**config.mk**
```make
export PLATFORM = sky130hd
export DESIGN_NAME = pcl_valve_seq_flat
export DESIGN_NICKNAME = d
export VERILOG_FILES = /design/src/rtl/pcl_valve_seq_pkg.sv /design/src/rtl/pcl_valve_seq_if.sv /design/src/rtl/pcl_valve_seq_timer.sv /design/src/rtl/pcl_valve_seq.sv /design/src/flat_wrapper.sv
export SDC_FILE = /design/constraint.sdc
export NUM_CORES = 1
export LEC_CHECK = 0
export BUFFER_PORTS_ARGS = -buffer_cell sky130_fd_sc_hd__buf_2
export CELL_PAD_IN_SITES_DETAIL_PLACEMENT = 0
export CELL_PAD_IN_SITES_GLOBAL_PLACEMENT = 1
export CORE_MARGIN = 4
export CORE_UTILIZATION = 30
export CTS_CLUSTER_DIAMETER = 80
export DETAILED_ROUTE_END_ITERATION = 8
export GPL_TIMING_DRIVEN = 0
export PLACE_DENSITY_LB_ADDON = 0.1
export SYNTH_ARGS = -nofsm -noshare
export SYNTH_HDL_FRONTEND = slang
export SYNTH_HIERARCHICAL = 1
export SYNTH_SLANG_ARGS = --single-unit
```
**constraint.sdc**
```tcl
create_clock -name clk -period 4.2 [get_ports clk]
set_input_delay 0.21 -clock clk [delete_from_list [all_inputs] [get_ports clk]]
set_output_delay 0.21 -clock clk [all_outputs]
set_load 0.01 [all_outputs]
```
**src/rtl/pcl_valve_seq_pkg.sv**
```systemverilog
// -----------------------------------------------------------------------------
// pcl_valve_pkg
// Shared definitions for the two-reagent valve/mix sequencer:
//   state_e       - sequencer phases
//   VALVE_CLOSED  - level that pressurizes (closes) a pneumatic valve line
//   next_timed()  - picks the first non-empty phase from a set of candidates
// -----------------------------------------------------------------------------
package pcl_valve_pkg;

    typedef enum logic [2:0] {
        ST_IDLE  = 3'd0,
        ST_DOSE1 = 3'd1,
        ST_DEAD1 = 3'd2,
        ST_DOSE2 = 3'd3,
        ST_DEAD2 = 3'd4,
        ST_MIX   = 3'd5,
        ST_DONE  = 3'd6
    } state_e;

    localparam logic VALVE_CLOSED = 1'b1;

    // Zero-length phases take no cycles, so the sequencer jumps straight to
    // the first remaining phase with a non-zero duration. Callers clear the
    // flags of phases already behind them.
    function automatic state_e next_timed(input logic dose1_nz,
                                          input logic dose2_nz,
                                          input logic mix_nz);
        if (dose1_nz)
            return ST_DOSE1;
        else if (dose2_nz)
            return ST_DOSE2;
        else if (mix_nz)
            return ST_MIX;
        else
            return ST_DONE;
    endfunction

endpackage

```
**src/rtl/pcl_valve_seq_if.sv**
```systemverilog
// -----------------------------------------------------------------------------
// pcl_valve_seq_if
// Control/status bundle of the valve sequencer.
//   master : drives start/abort/durations, observes valve lines and status
//   slave  : the sequencer itself
// Signals:
//   start, abort                          - run control
//   dose1_cycles, dose2_cycles, mix_cycles - phase durations (CNT_W bits)
//   pn_ctl1, pn_ctl2                       - pneumatic lines, 1 = valve closed
//   busy, done, aborted                    - run status
// -----------------------------------------------------------------------------
interface pcl_valve_seq_if #(
    parameter int CNT_W = 16
);
    logic             start;
    logic             abort;
    logic [CNT_W-1:0] dose1_cycles;
    logic [CNT_W-1:0] dose2_cycles;
    logic [CNT_W-1:0] mix_cycles;
    logic             pn_ctl1;
    logic             pn_ctl2;
    logic             busy;
    logic             done;
    logic             aborted;

    modport master (
        output start, abort, dose1_cycles, dose2_cycles, mix_cycles,
        input  pn_ctl1, pn_ctl2, busy, done, aborted
    );

    modport slave (
        input  start, abort, dose1_cycles, dose2_cycles, mix_cycles,
        output pn_ctl1, pn_ctl2, busy, done, aborted
    );
endinterface

```
**src/rtl/pcl_valve_seq_timer.sv**
```systemverilog
// -----------------------------------------------------------------------------
// phase_timer
// Loadable down-counter that times one sequencer phase. Loaded with
// (duration-1) on phase entry; holds at zero so it can never wrap.
// Ports:
//   clk, rst  - clock, synchronous active-high reset (counter cleared)
//   load      - load load_val this cycle (has priority over counting)
//   load_val  - value to load
//   zero      - counter currently reads 0 (last cycle of the phase)
// -----------------------------------------------------------------------------
module phase_timer #(
    parameter int CNT_W = 16
) (
    input  logic             clk,
    input  logic             rst,
    input  logic             load,
    input  logic [CNT_W-1:0] load_val,
    output logic             zero
);
    logic [CNT_W-1:0] cnt_q;

    always_ff @(posedge clk) begin
        if (rst) begin
            cnt_q <= '0;
        end else if (load) begin
            cnt_q <= load_val;
        end else if (cnt_q != '0) begin
            cnt_q <= cnt_q - CNT_W'(1);
        end
    end

    assign zero = (cnt_q == '0);
endmodule

```
**src/rtl/pcl_valve_seq.sv**
```systemverilog
// -----------------------------------------------------------------------------
// pcl_valve_seq
// Sequencer for a two-reagent valve-and-mix stage: dose reagent 1, dead time,
// dose reagent 2, dead time, mix hold, then a one-cycle completion pulse.
// The two valves are never open together; every non-dosing state keeps both
// pneumatic lines pressurized.
// Ports:
//   clk, rst  - clock, synchronous active-high reset
//   bus       - pcl_valve_seq_if.slave (start/abort/durations in,
//               pn_ctl1/pn_ctl2/busy/done/aborted out, all registered)
// -----------------------------------------------------------------------------
module pcl_valve_seq
    import pcl_valve_pkg::*;
#(
    parameter int CNT_W       = 16,
    parameter int DEAD_CYCLES = 4
) (
    input  logic            clk,
    input  logic            rst,
    pcl_valve_seq_if.slave  bus
);
    localparam logic [CNT_W-1:0] DEAD_LOAD = CNT_W'(DEAD_CYCLES - 1);

    state_e           state_q, state_d;
    logic [CNT_W-1:0] dose1_q, dose2_q, mix_q;
    logic [CNT_W-1:0] dose1_sel, dose2_sel, mix_sel;
    logic             pn_ctl1_q, pn_ctl2_q, busy_q, done_q, aborted_q;
    logic             abort_hit;
    logic             tmr_load;
    logic [CNT_W-1:0] tmr_val;
    logic             tmr_zero;

    phase_timer #(.CNT_W(CNT_W)) u_timer (
        .clk      (clk),
        .rst      (rst),
        .load     (tmr_load),
        .load_val (tmr_val),
        .zero     (tmr_zero)
    );

    // On the start edge the latches are not yet written, so the first phase
    // decision and its counter load use the live inputs.
    assign dose1_sel = (state_q == ST_IDLE) ? bus.dose1_cycles : dose1_q;
    assign dose2_sel = (state_q == ST_IDLE) ? bus.dose2_cycles : dose2_q;
    assign mix_sel   = (state_q == ST_IDLE) ? bus.mix_cycles   : mix_q;

    always_comb begin
        state_d   = state_q;
        abort_hit = 1'b0;
        tmr_load  = 1'b0;
        tmr_val   = '0;

        unique case (state_q)
            ST_IDLE:  if (bus.start)
                          state_d = next_timed(dose1_sel != '0, dose2_sel != '0,
                                               mix_sel != '0);
            ST_DOSE1: if (tmr_zero) state_d = ST_DEAD1;
            ST_DEAD1: if (tmr_zero)
                          state_d = next_timed(1'b0, dose2_sel != '0,
                                               mix_sel != '0);
            ST_DOSE2: if (tmr_zero) state_d = ST_DEAD2;
            ST_DEAD2: if (tmr_zero)
                          state_d = next_timed(1'b0, 1'b0, mix_sel != '0);
            ST_MIX:   if (tmr_zero) state_d = ST_DONE;
            ST_DONE:  state_d = ST_IDLE;
            default:  state_d = ST_IDLE;
        endcase

        if (state_q != ST_IDLE && bus.abort) begin
            state_d   = ST_IDLE;
            abort_hit = 1'b1;
        end

        // No phase ever follows itself, so a state change marks phase entry.
        if (state_d != state_q) begin
            unique case (state_d)
                ST_DOSE1: begin tmr_load = 1'b1; tmr_val = dose1_sel - CNT_W'(1); end
                ST_DOSE2: begin tmr_load = 1'b1; tmr_val = dose2_sel - CNT_W'(1); end
                ST_MIX:   begin tmr_load = 1'b1; tmr_val = mix_sel - CNT_W'(1);   end
                ST_DEAD1,
                ST_DEAD2: begin tmr_load = 1'b1; tmr_val = DEAD_LOAD;             end
                default:  begin tmr_load = 1'b0; tmr_val = '0;                    end
            endcase
        end
    end

    always_ff @(posedge clk) begin
        if (rst) begin
            state_q   <= ST_IDLE;
            dose1_q   <= '0;
            dose2_q   <= '0;
            mix_q     <= '0;
            pn_ctl1_q <= VALVE_CLOSED;
            pn_ctl2_q <= VALVE_CLOSED;
            busy_q    <= 1'b0;
            done_q    <= 1'b0;
            aborted_q <= 1'b0;
        end else begin
            state_q <= state_d;
            if (state_q == ST_IDLE && bus.start) begin
                dose1_q <= bus.dose1_cycles;
                dose2_q <= bus.dose2_cycles;
                mix_q   <= bus.mix_cycles;
            end
            // Outputs follow the state being entered so they are registered
            // yet aligned with the state register.
            pn_ctl1_q <= (state_d == ST_DOSE1) ? ~VALVE_CLOSED : VALVE_CLOSED;
            pn_ctl2_q <= (state_d == ST_DOSE2) ? ~VALVE_CLOSED : VALVE_CLOSED;
            busy_q    <= (state_d != ST_IDLE);
            done_q    <= (state_d == ST_DONE);
            aborted_q <= abort_hit;
        end
    end

    assign bus.pn_ctl1 = pn_ctl1_q;
    assign bus.pn_ctl2 = pn_ctl2_q;
    assign bus.busy    = busy_q;
    assign bus.done    = done_q;
    assign bus.aborted = aborted_q;
endmodule

```
**src/flat_wrapper.sv**
```systemverilog
// flat-port wrapper written by rule: the top's interface ports become plain ports
module pcl_valve_seq_flat import pcl_valve_pkg::*;
#(
    parameter int CNT_W       = 16,
    parameter int DEAD_CYCLES = 4
)
  (clk, rst, bus_start, bus_abort, bus_dose1_cycles, bus_dose2_cycles, bus_mix_cycles, bus_pn_ctl1, bus_pn_ctl2, bus_busy, bus_done, bus_aborted);
  pcl_valve_seq_if #(.CNT_W(CNT_W)) bus_i ();
  input  logic clk;
  input  logic rst;
  input wire logic [$bits(bus_i.start)-1:0] bus_start;
  input wire logic [$bits(bus_i.abort)-1:0] bus_abort;
  input wire logic [$bits(bus_i.dose1_cycles)-1:0] bus_dose1_cycles;
  input wire logic [$bits(bus_i.dose2_cycles)-1:0] bus_dose2_cycles;
  input wire logic [$bits(bus_i.mix_cycles)-1:0] bus_mix_cycles;
  output wire logic [$bits(bus_i.pn_ctl1)-1:0] bus_pn_ctl1;
  output wire logic [$bits(bus_i.pn_ctl2)-1:0] bus_pn_ctl2;
  output wire logic [$bits(bus_i.busy)-1:0] bus_busy;
  output wire logic [$bits(bus_i.done)-1:0] bus_done;
  output wire logic [$bits(bus_i.aborted)-1:0] bus_aborted;
  assign bus_i.start = bus_start;
  assign bus_i.abort = bus_abort;
  assign bus_i.dose1_cycles = bus_dose1_cycles;
  assign bus_i.dose2_cycles = bus_dose2_cycles;
  assign bus_i.mix_cycles = bus_mix_cycles;
  assign bus_pn_ctl1 = bus_i.pn_ctl1;
  assign bus_pn_ctl2 = bus_i.pn_ctl2;
  assign bus_busy = bus_i.busy;
  assign bus_done = bus_i.done;
  assign bus_aborted = bus_i.aborted;
  pcl_valve_seq #(.CNT_W(CNT_W), .DEAD_CYCLES(DEAD_CYCLES)) u_core (.clk(clk), .rst(rst), .bus(bus_i));
endmodule
```
; ---- Word-level counts from Yosys, hierarchy flattened
; Cells that the tools add are included.
[word_totals]
elab_cells = 62
out_inout_bits = 5
in_bits = 52
ff_bits = 72
[classes]
n_reduce_logical = 13
eq_ne = 12
n_addsub = 4
muxes = 23
[ops]
columns = operator, count
row1 = $mux W16, 6
row2 = $pmux W16 S4, 1
row3 = $reduce_bool A16 Y1, 4
row4 = $sub A16 B1 Y16 const B, 4
row5 = $mux W3, 9
row6 = $pmux W3 S6, 1
row7 = $logic_not A16 Y1, 1
row8 = $eq A3 B3 Y1 const B, 5
row9 = $eq A3 B2 Y1 const B, 4
row10 = $eq A3 B1 Y1 const B, 2
row11 = $reduce_bool A3 Y1, 2
row12 = $mux W1, 5
row13 = $reduce_or A5 Y1, 1
row14 = $logic_not A3 Y1, 1
row15 = $ne A3 B3 Y1, 1
row16 = $logic_and A1 B1 Y1, 2
row17 = $mux W2, 1
row18 = $reduce_bool A2 Y1, 1
row19 = $reduce_or A2 Y1, 1

; ---- Longest topological paths before layout
; Gate-level depths: netlist of the first run.
[logic_depth]
depth_word = 14
depth_mapped = 23
depth_no_buf = 21

; ---- Modules after synthesis
; The synthesis of the first run kept the hierarchy.
[by_module_without_submodules]
columns = module, area_per_inst_um2, seq_area_each_um2, instances, cells_each
row1 = pcl_valve_seq, 3753.6, 1121.1, 1, 515
row2 = phase_timer, 902.1, 320.3, 1, 112

; ---- Worst setup path before layout of the first run
; No wires, ideal clock.
[synth_path]
path_type = reg-to-reg
startpoint = reg u_core.u_timer.cnt_q[0]
endpoint = reg u_core.u_timer.cnt_q[15]
setup_time_ps = 122
arrival_ps = 4155
path_buffers = 3
setup_slack_ps = -77
synth_period_minus_slack_ps = 4277
path_stages_with_launch = 21
required_time_ps = 4078
path_cell_list = dfxtp_1 > inv_1 > ha_1 > nor2b_1 > nand3_1 > nor2_1 > o21bai_1 > a31oi_1 > or3_1 > a21o_1 > buf_2 > a21oi_4 > buf_6 > o221ai_1 > nor4_1 > buf_2 > nand4_1 > o31a_1 > mux2i_1 > a211oi_1 > a311o_1
[synth_via]
elab_chain_len = 9
word_cells_on_any_way = 25
classes_between = 1 x add/sub / 6 x eq/ne / 13 x mux / 5 x reduce/logical
[synth_lines]
columns = item, line_no
row1 = from (decl), pcl_valve_seq_timer.sv:20  ; logic [CNT_W-1:0] cnt_q;
row2 = from (signal assigned), pcl_valve_seq_timer.sv:26  ; cnt_q <= load_val;
row3 = from (signal assigned), pcl_valve_seq_timer.sv:28  ; cnt_q <= cnt_q - CNT_W'(1);
row4 = $logic_not A16 Y1 (*), pcl_valve_seq_timer.sv:32  ; assign zero = (cnt_q == '0);
row5 = via u_core.tmr_zero, pcl_valve_seq.sv:31  ; logic tmr_zero;
row6 = $mux W3 (on tied branches), n/a
row7 = $pmux W3 S6 (*), pcl_valve_seq.sv:53  ; unique case (state_q)
row8 = $mux W3 (*), pcl_valve_seq.sv:69  ; if (state_q != ST_IDLE && bus.abort) begin
row9 = $eq A3 B2 Y1 / $eq A3 B3 Y1 (equally long branches), pcl_valve_seq.sv:76  ; unique case (state_d)
row10 = $reduce_or A2 Y1, pcl_valve_seq.sv:76
row11 = $pmux W16 S4, pcl_valve_seq.sv:76
row12 = $mux W16 (*), pcl_valve_seq.sv:75  ; if (state_d != state_q) begin
row13 = via u_core.tmr_val[15], pcl_valve_seq.sv:30  ; logic [CNT_W-1:0] tmr_val;
row14 = $mux W16 (*), pcl_valve_seq_timer.sv:25  ; end else if (load) begin
; Mark *: on every way through the listed nets, which the timed path passes. The rest lies on a longest branch. The select of a mux whose other input is x is not followed.
; A chain may end at the register's enable or synchronous reset.

; ---- Worst setup path after layout of the first run
[layout_path]
startpoint = reg u_core.state_q[1]
endpoint = reg u_core.u_timer.cnt_q[15]
[layout_via]
elab_chain_len = 14
word_cells_on_any_way = 42
classes_between = 3 x add/sub / 11 x eq/ne / 19 x mux / 9 x reduce/logical
[layout_lines]
columns = item, line_no
row1 = from (decl), pcl_valve_seq.sv:24  ; state_e state_q, state_d;
row2 = from (signal assigned), pcl_valve_seq.sv:99  ; state_q <= state_d;
row3 = $logic_not A3 Y1, n/a
row4 = $mux W16, pcl_valve_seq.sv:45  ; assign mix_sel = (state_q == ST_IDLE) ? bus.mix_cycles : mix_q;
row5 = $reduce_bool A16 Y1, "pcl_valve_seq.sv:56, pcl_valve_seq.sv:60, pcl_valve_seq.sv:63"
row6 = $mux W2, pcl_valve_seq_pkg.sv:32  ; else if (mix_nz)
row7 = $mux W3, pcl_valve_seq_pkg.sv:30  ; else if (dose2_nz)
row8 = $mux W3, pcl_valve_seq_pkg.sv:28  ; if (dose1_nz)
row9 = $mux W3, pcl_valve_seq.sv:54  ; ST_IDLE: if (bus.start)
row10 = $pmux W3 S6, pcl_valve_seq.sv:53
row11 = $mux W3, pcl_valve_seq.sv:69
row12 = $eq A3 B2 Y1 / $eq A3 B3 Y1 (equally long branches), pcl_valve_seq.sv:76
row13 = $reduce_or A2 Y1, pcl_valve_seq.sv:76
row14 = $pmux W16 S4, pcl_valve_seq.sv:76
row15 = $mux W16 (*), pcl_valve_seq.sv:75
row16 = via u_core.tmr_val[15], pcl_valve_seq.sv:30
row17 = $mux W16 (*), pcl_valve_seq_timer.sv:25
; Mark *: on every way through the listed nets, which the timed path passes. The rest lies on a longest branch.

==> results of run 1 <==
## synth_stat cells (all sizes together), types with 12 or more instances
| library cell | number | area share |
|---|---|---|
| a21oi | 60 | 0.067 |
| buf | 12 | 0.016 |
| clkbuf | 29 | 0.024 |
| dfxtp | 72 | 0.31 |
| mux2i | 42 | 0.090 |
| nand2 | 150 | 0.12 |
| nand3 | 15 | 0.016 |
| nand4 | 13 | 0.020 |
| nor2 | 44 | 0.035 |
| nor4 | 32 | 0.046 |
| o21ai | 19 | 0.020 |
## critical path, cell delays in order, from the launching register on
cell and delay (ns):
dfxtp_1 0.31, buf_6 0.13, nor3_4 0.21, buf_12 0.15, buf_4 0.11, clkbuf_2 0.32, clkbuf_2 0.41, clkbuf_4 0.37
mux2i_1 0.31, o22ai_1 0.13, o2bb2ai_1 0.26, nor4_4 0.29, nand4_1 0.14, o31a_1 0.29, mux2i_1 0.14, a211oi_1 0.07
a311o_1 0.28
## state kept, by name, indices dropped and copies added, names as in the netlist
register,cells
u_core/mix_q,16
u_core/dose1_q,16
u_core/bus.done,1
u_core/bus.pn_ctl1,1
u_core/bus.busy,1
u_core/u_timer/cnt_q,16
u_core/state_q,3
u_core/bus.aborted,1
u_core/dose2_q,16
u_core/bus.pn_ctl2,1
## worst max path at each step
stage / startpoint / endpoint / slack (ns) / cells after the start
2_1_floorplan: u_core/u_timer/cnt_q[0] / u_core/u_timer/cnt_q[15] / 0.06 / 20
3_3_place_gp: u_core/state_q[2] / u_core/u_timer/cnt_q[15] / -1.11 / 14
3_5_place_dp: u_core/state_q[2] / u_core/u_timer/cnt_q[15] / -1.19 / 14
4_1_cts: u_core/state_q[2] / u_core/u_timer/cnt_q[15] / 0.02 / 16
5_1_grt: u_core/u_timer/cnt_q[15] / u_core/u_timer/cnt_q[14] / -0.02 / 21
6_report: u_core/state_q[1] / u_core/u_timer/cnt_q[15] / 0.15 / 16
## area by class of cell
type                    count  area (um2)  area share
plain buffers              37         191      0.0311
clock buffers              11         253      0.0411
clock inverters             5        55.1     0.00896
inverters                  10        42.5     0.00692
multi-input cells         504        3340       0.543
flip-flops and latches     72        1450       0.236
well taps                 188         235      0.0383
repair buffers             94         578      0.0940
## power by group through the flow
stage          logic [W]  clock network [W]  registers [W]
2_1_floorplan    0.00143                  0       0.000915
3_3_place_gp     0.00195                  0       0.000937
3_5_place_dp     0.00196                  0       0.000942
4_1_cts          0.00224           0.000828       0.000933
5_1_grt          0.00274           0.000856       0.000958
6_report         0.00252           0.000809       0.000942
## cells by family (layout without fill, tap and decap cells)
group,count (synthesis),in the layout
XOR/XNOR,15,15
AND/OR/NAND/NOR,305,305
adder cells (fa/ha/maj),2,2
buffers and inverters,51,157
AO/OA/AOI/OAI,137,137
flip-flops,72,72
multiplexers,45,45
## per-layer routing
layer,wire length (um),vias up,part of all wire
met5,0,-,0
met4,313,0,0.018
met3,721,21,0.041
met2,8680,120,0.49
met1,7980,2395,0.45
li1,-,2468,-
## metrics by stage
stage	hold slack, ns	instance area (um2)
after floorplan	0.346	4660
after global placement	0.456	5180
after detailed placement	0.467	5180
after CTS	0.119	5820
after global routing	0.132	6150
final	0.127	6150
## timing repair
action                     in CTS  in global routing
buffers inserted               18                 20
setup endpoints to repair      16                 16
pin swaps                       7                 23
hold buffers                    0                  0
gates resized for setup        47                 46
==> impl_metrics.csv, run 1 <==
group,metric,value,unit
finish,final_common_cell,"nand2_1",
placement,dp_hpwl,13200,um
cts,numClockSinks,72,
finish,n_antenna_cell,0,
power,leakage,2.50,nW
floorplanning,die_h,133,um
power,clock_power_share,0.189,
yosys,synth_xor_area_frac,0.0282,
worst_hold_path,hp-start,"bus_mix_cycles[8]",
routing,final_antenna_net_count,0,
routing,vias,5004,
floorplanning,core,15200,um2
sta,finalSetupViolCount,0,
yosys,async_reset_ff_frac,0,
cts,insertion_delay,0.34,ns
floorplanning,row_count,45,
routing,vias_per_cell,5.43,
floorplanning,io_pins,57,
finish,mostFrequentLayoutCells,"nand2_1 (145), dfxtp_1 (67), a21oi_1 (57)",
global_route,grt_max_degree,13,
finish,fin_util,0.404,
floorplanning,die_area,17600,um2
sta,slew_violations,0,
finish,area_delta_synth_final,32.0,%
cts,clk_path_buf_depth,2,
yosys,yosysWarnings,6,
routing,wl_per_cell,19.2,um
cts,path_clk_slew,0.06,ns
placement,pre_cts_slack,-1.19,ns
cts,htree_levels,3,
yosys,postSynthRegisterBits,72,
worst_hold_path,min_path_type,"in -> reg",
floorplanning,initial_utilization,0.306,
sta,max_slew_margin,0.392,
global_route,antenna_found_initial,0,
sta,tightest_slew,0.911,ns
finish,nets,782,
sta,fin_tns_setup,0,ns
critical_path,endpoint_kind,"flop",
critical_path,crit_arrival,4.28,ns
yosys,synth_edf_count,0,
finish,layout-drive-gt1-share,0.259,
sta,setup_ws,0.151,ns
power,power,0.00427,W
yosys,synth_nets,681,
critical_path,r2r-start,"u_core/state_q[1]",
critical_path,crit_fanout,10,
power,vdd_drop_max,0.000269,V
critical_path,r2r_cells,16,
cts,ctsRootBufferMaster,"clkbuf_16",
worst_hold_path,hold_depth,3,
critical_path,r2r-end,"u_core/u_timer/cnt_q[15]",
yosys,synth_mux_area_frac,0.0976,
cts,cts_made_buffers,9,
yosys,synthAdderAreaFrac,0.00537,
sta,period_share,0.964,
power,p_seq_frac,0.221,
yosys,netlist_instances,627,
yosys,synth_top_family_by_area,"simple AND/OR/NAND/NOR gates",
global_route,grt_usage,0.200,
global_route,grt_use_met1,0.267,
critical_path,r2r_slack,0.15,ns
yosys,synth_compound_area_frac,0.196,
sta,post-route-min-period,4.05,ns
finish,final_cells,921,
yosys,ys.flop_type,"dfxtp_1",
job,maxCapViolations,0,
floorplanning,die_w,133,um
sta,finalHoldViolCount,0,
yosys,synth_area,4660,um2
critical_path,critical_path_required,4.43,ns
sta,finClkSkew,0.00519,ns
routing,firstDrtPassIters,5,
global_route,grt.busiest_layer,"met2",
finish,fillers,1622,
routing,wirelength,17700,um
routing,drt_iter0_markers,324,
yosys,synth.distinct_cells,63,
global_route,grt_pass1_vias,4864,
critical_path,critPathLaunchType,"flop",
power,p_per_area,694,nW/um2
routing,remaining_drc_errors,0,
global_route,grt_overflow,0,
outcome,status,"finished clean",
worst_hold_path,hold_end,"u_core/mix_q[8]",
global_route,grt_pass1_wl,27500,um
global_route,grt_util_met2,0.328,
yosys,seq_area_frac_synth,0.310,
yosys,avgSynthCellArea,7.43,um2
placement,dp_cells,871,
sta,timing.fmax,0.247,GHz
power,switching_share,0.448,
critical_path,crit_type,"reg -> reg",
cts,cts_tree,"done",
power,intPower,0.00235,W
placement,place_congestion,0.859,
power,comb_power_share,0.590,
global_route,use_met3,0.0293,
placement,io_buffers,56,
yosys,synth-simple-area-share,0.315,
power,switching_power,0.00191,W
Note: power is estimated with default switching activity, not from simulation.
==> inputs of run 2 (changes only) <==
- REMOVE_ABC_BUFFERS: not set -> 1
- SYNTH_HIERARCHICAL: 1 -> not set
==> run 2 against run 1 <==
Cell count is 6.0% lower. Global-route usage is 2.0 points lower. Clock-buffer cell count stayed put. Largest power group unchanged.
==> impl_metrics.csv, run 2 <==
group,metric,value,unit
yosys,yosysMostFrequentCell,"nand2_1",
finish,final_cells,866,
yosys,netlist_instances,605,
cts,numClockSinks,72,
global_route,grt_usage,0.179,
placement,dp_hpwl,11600,um
job,maxCapViolations,0,
floorplanning,core,15300,um2
finish,multiInputGateArea,3170,um2
routing,remaining_drc_errors,0,
finish,mostFrequentLayoutCells,"nand2_1 (118), dfxtp_1 (70), a21oi_1 (62)",
power,p_per_area,480,nW/um2
sta,max_slew_margin,0.158,
critical_path,cp-startpoint,"u_core.state_q[0]",
yosys,synth_area,4730,um2
worst_hold_path,hp-start,"bus_mix_cycles[0]",
finish,nets,704,
critical_path,r2r-start,"u_core.state_q[0]",
routing,final_antenna_net_count,0,
outcome,status,"finished clean",
global_route,antenna_found_initial,0,
yosys,synth.distinct_cells,78,
critical_path,cp_num_buf_inv,3,
finish,final_common_cell,"nand2_1",
placement,place_congestion,0.863,
critical_path,crit_type,"reg -> reg",
floorplanning,die_h,134,um
power,vdd_drop_max,0.000206,V
global_route,grt_pass1_wl,25000,um
critical_path,critPathTopFamily,"simple AND/OR/NAND/NOR gates",
sta,slew_violations,0,
global_route,grt_max_degree,62,
critical_path,critPathLaunchType,"flop",
critical_path,critical_path_required,4.48,ns
power,leakage,2.33,nW
yosys,synth_edf_count,0,
routing,vias,4664,
cts,cts_tree,"done",
placement,io_buffers,56,
global_route,grt_overflow,0,
finish,n_antenna_cell,0,
cts,ctsRootBufferMaster,"clkbuf_16",
sta,finalSetupViolCount,0,
routing,firstDrtPassIters,5,
finish,fin_area,5730,um2
cts,path_clk_slew,0.06,ns
finish,area_delta_synth_final,21.0,%
yosys,yosysTopAreaCell,"dfxtp_1",
sta,finalHoldViolCount,0,
yosys,ys.flop_type,"dfxtp_1",
global_route,grt_pass1_vias,4326,
critical_path,crit_arrival,4.23,ns
sta,post-route-min-period,3.95,ns
routing,wl_per_cell,18.4,um
yosys,seq_area_frac_synth,0.305,
critical_path,slowest_delay,0.57,ns
sta,finClkSkew,0.00821,ns
floorplanning,die_area,17900,um2
sta,timing.fmax,0.253,GHz
placement,place_area,5200,um2
finish,regArea,1440,um2
critical_path,path_common_cell,"nand4_1",
cts,cts_made_buffers,9,
yosys,yosys.area.top_type_share,0.305,
yosys,ys_top_cells_by_area,"dfxtp_1 (30%), nand2_1 (9.5%), mux2i_1 (8.9%)",
critical_path,endpoint_kind,"flop",
floorplanning,die_w,134,um
yosys,postSynthRegisterBits,72,
sta,rsz0062_at_grt,"no",
floorplanning,row_count,45,
sta,tightest_slew,1.26,ns
critical_path,slowest_stage,"or4b_1",
yosys,synth_common_cells,"nand2_1 (120), dfxtp_1 (72), a21oi_1 (63), mux2i_1 (42), nor2_1 (38)",
cts,htree_levels,3,
critical_path,crit_fanout,17,
yosys,async_reset_ff_frac,0,
yosys,avgSynthCellArea,7.82,um2
cts,insertion_delay,0.35,ns
cts,hold_buffers,0,
cts,clk_path_buf_depth,2,
floorplanning,initial_utilization,0.309,
routing,wirelength,15900,um
floorplanning,io_pins,57,
yosys,yosysWarnings,0,
sta,period_share,0.941,
routing,vias_per_cell,5.39,
placement,dp_cells,835,
finish,fillers,1666,
routing,drt_iter0_markers,290,
critical_path,crit_chain,"nor3_4 -> buf_8 -> buf_16 -> and4_1 -> nand4_1 -> a32o_2 -> nor2_4 -> buf_12 -> o211a_1 -> nor3b_1 -> nand4_1 -> or4b_1 -> nand3_1",
finish,layout-drive-gt1-share,0.218,
worst_hold_path,min_path_type,"in -> reg",
==> run 2: what timing repair did <==
item	in CTS	in global routing
endpoints found under the hold margin	0	0
setup endpoints to repair	16	12
gates resized for setup	8	9
pin swaps	2	5
buffers inserted	6	8
cloned	1	0
==> run 2: worst register-to-register path, stage by stage (launching register included) <==
cell and delay [ns]:
dfxtp_2 0.42, nor3_4 0.34, buf_8 0.21, buf_16 0.18, and4_1 0.33, nand4_1 0.25
a32o_2 0.37, nor2_4 0.13, buf_12 0.12, o211a_1 0.17, nor3b_1 0.42, nand4_1 0.30
or4b_1 0.57, nand3_1 0.09
==> run 2: logic make-up (layout without fill, tap and decap cells) <==
logic type | count (synthesis) | count (layout) | synth area share
AND/OR/NAND/NOR | 279 | 280 | 0.300
adder cells (fa/ha/maj) | 2 | 2 | 0.00529
multiplexers | 50 | 50 | 0.108
XOR/XNOR | 15 | 15 | 0.0278
flip-flops | 72 | 72 | 0.305
buffers and inverters | 45 | 94 | 0.0431
AO/OA/AOI/OAI | 142 | 142 | 0.212
==> run 2: per-layer routing <==
metal,routed length (um),GRT usage,up-vias
met5,0,0,-
met4,274,0.0600,0
met3,562,0.0253,15
met2,7420,0.276,96
met1,7660,0.257,2231
li1,-,-,2322
==> run 2: path summary, 6_finish.rpt <==
kind                              endpoint  slack (ns)  cells past startpoint
setup reg to reg  u_core.u_timer.cnt_q[11]        0.25                     13
hold / removal             u_core.mix_q[0]        0.12                      3
setup / recovery  u_core.u_timer.cnt_q[11]        0.25                     13
hold reg to reg          u_core.dose1_q[6]        0.45                      2
==> run 2: metrics by stage <==
stage          setup TNS (ns)  hold slack (ns)  worst slack [ns]   util  power (W)
2_1_floorplan          -20.20            0.279             -1.47      -    0.00154
3_3_place_gp          -122.73            0.439             -3.57  0.332    0.00182
3_5_place_dp           -14.86            0.446             -1.09  0.339    0.00185
4_1_cts                     0            0.103            0.0136  0.367    0.00273
5_1_grt                     0            0.126            0.0389  0.374    0.00291
6_report                    0            0.119             0.247  0.374    0.00275
==> run 2: final cells by class <==
cell class                      instances  area share
Clock inverter                          5      0.0140
Inverter                                3     0.00197
Multi-Input combinational cell        489       0.553
Sequential cell                        72       0.252
Tap cell                              211      0.0461
Timing Repair Buffer                   75      0.0909
Clock buffer                           11      0.0424
==> run 2: power breakdown <==
part / total (W) / switching, W / internal [W]
sequential: 0.000875 / 0.0000946 / 0.000781
clock: 0.000846 / 0.000310 / 0.000535
combinational: 0.00103 / 0.000603 / 0.000425
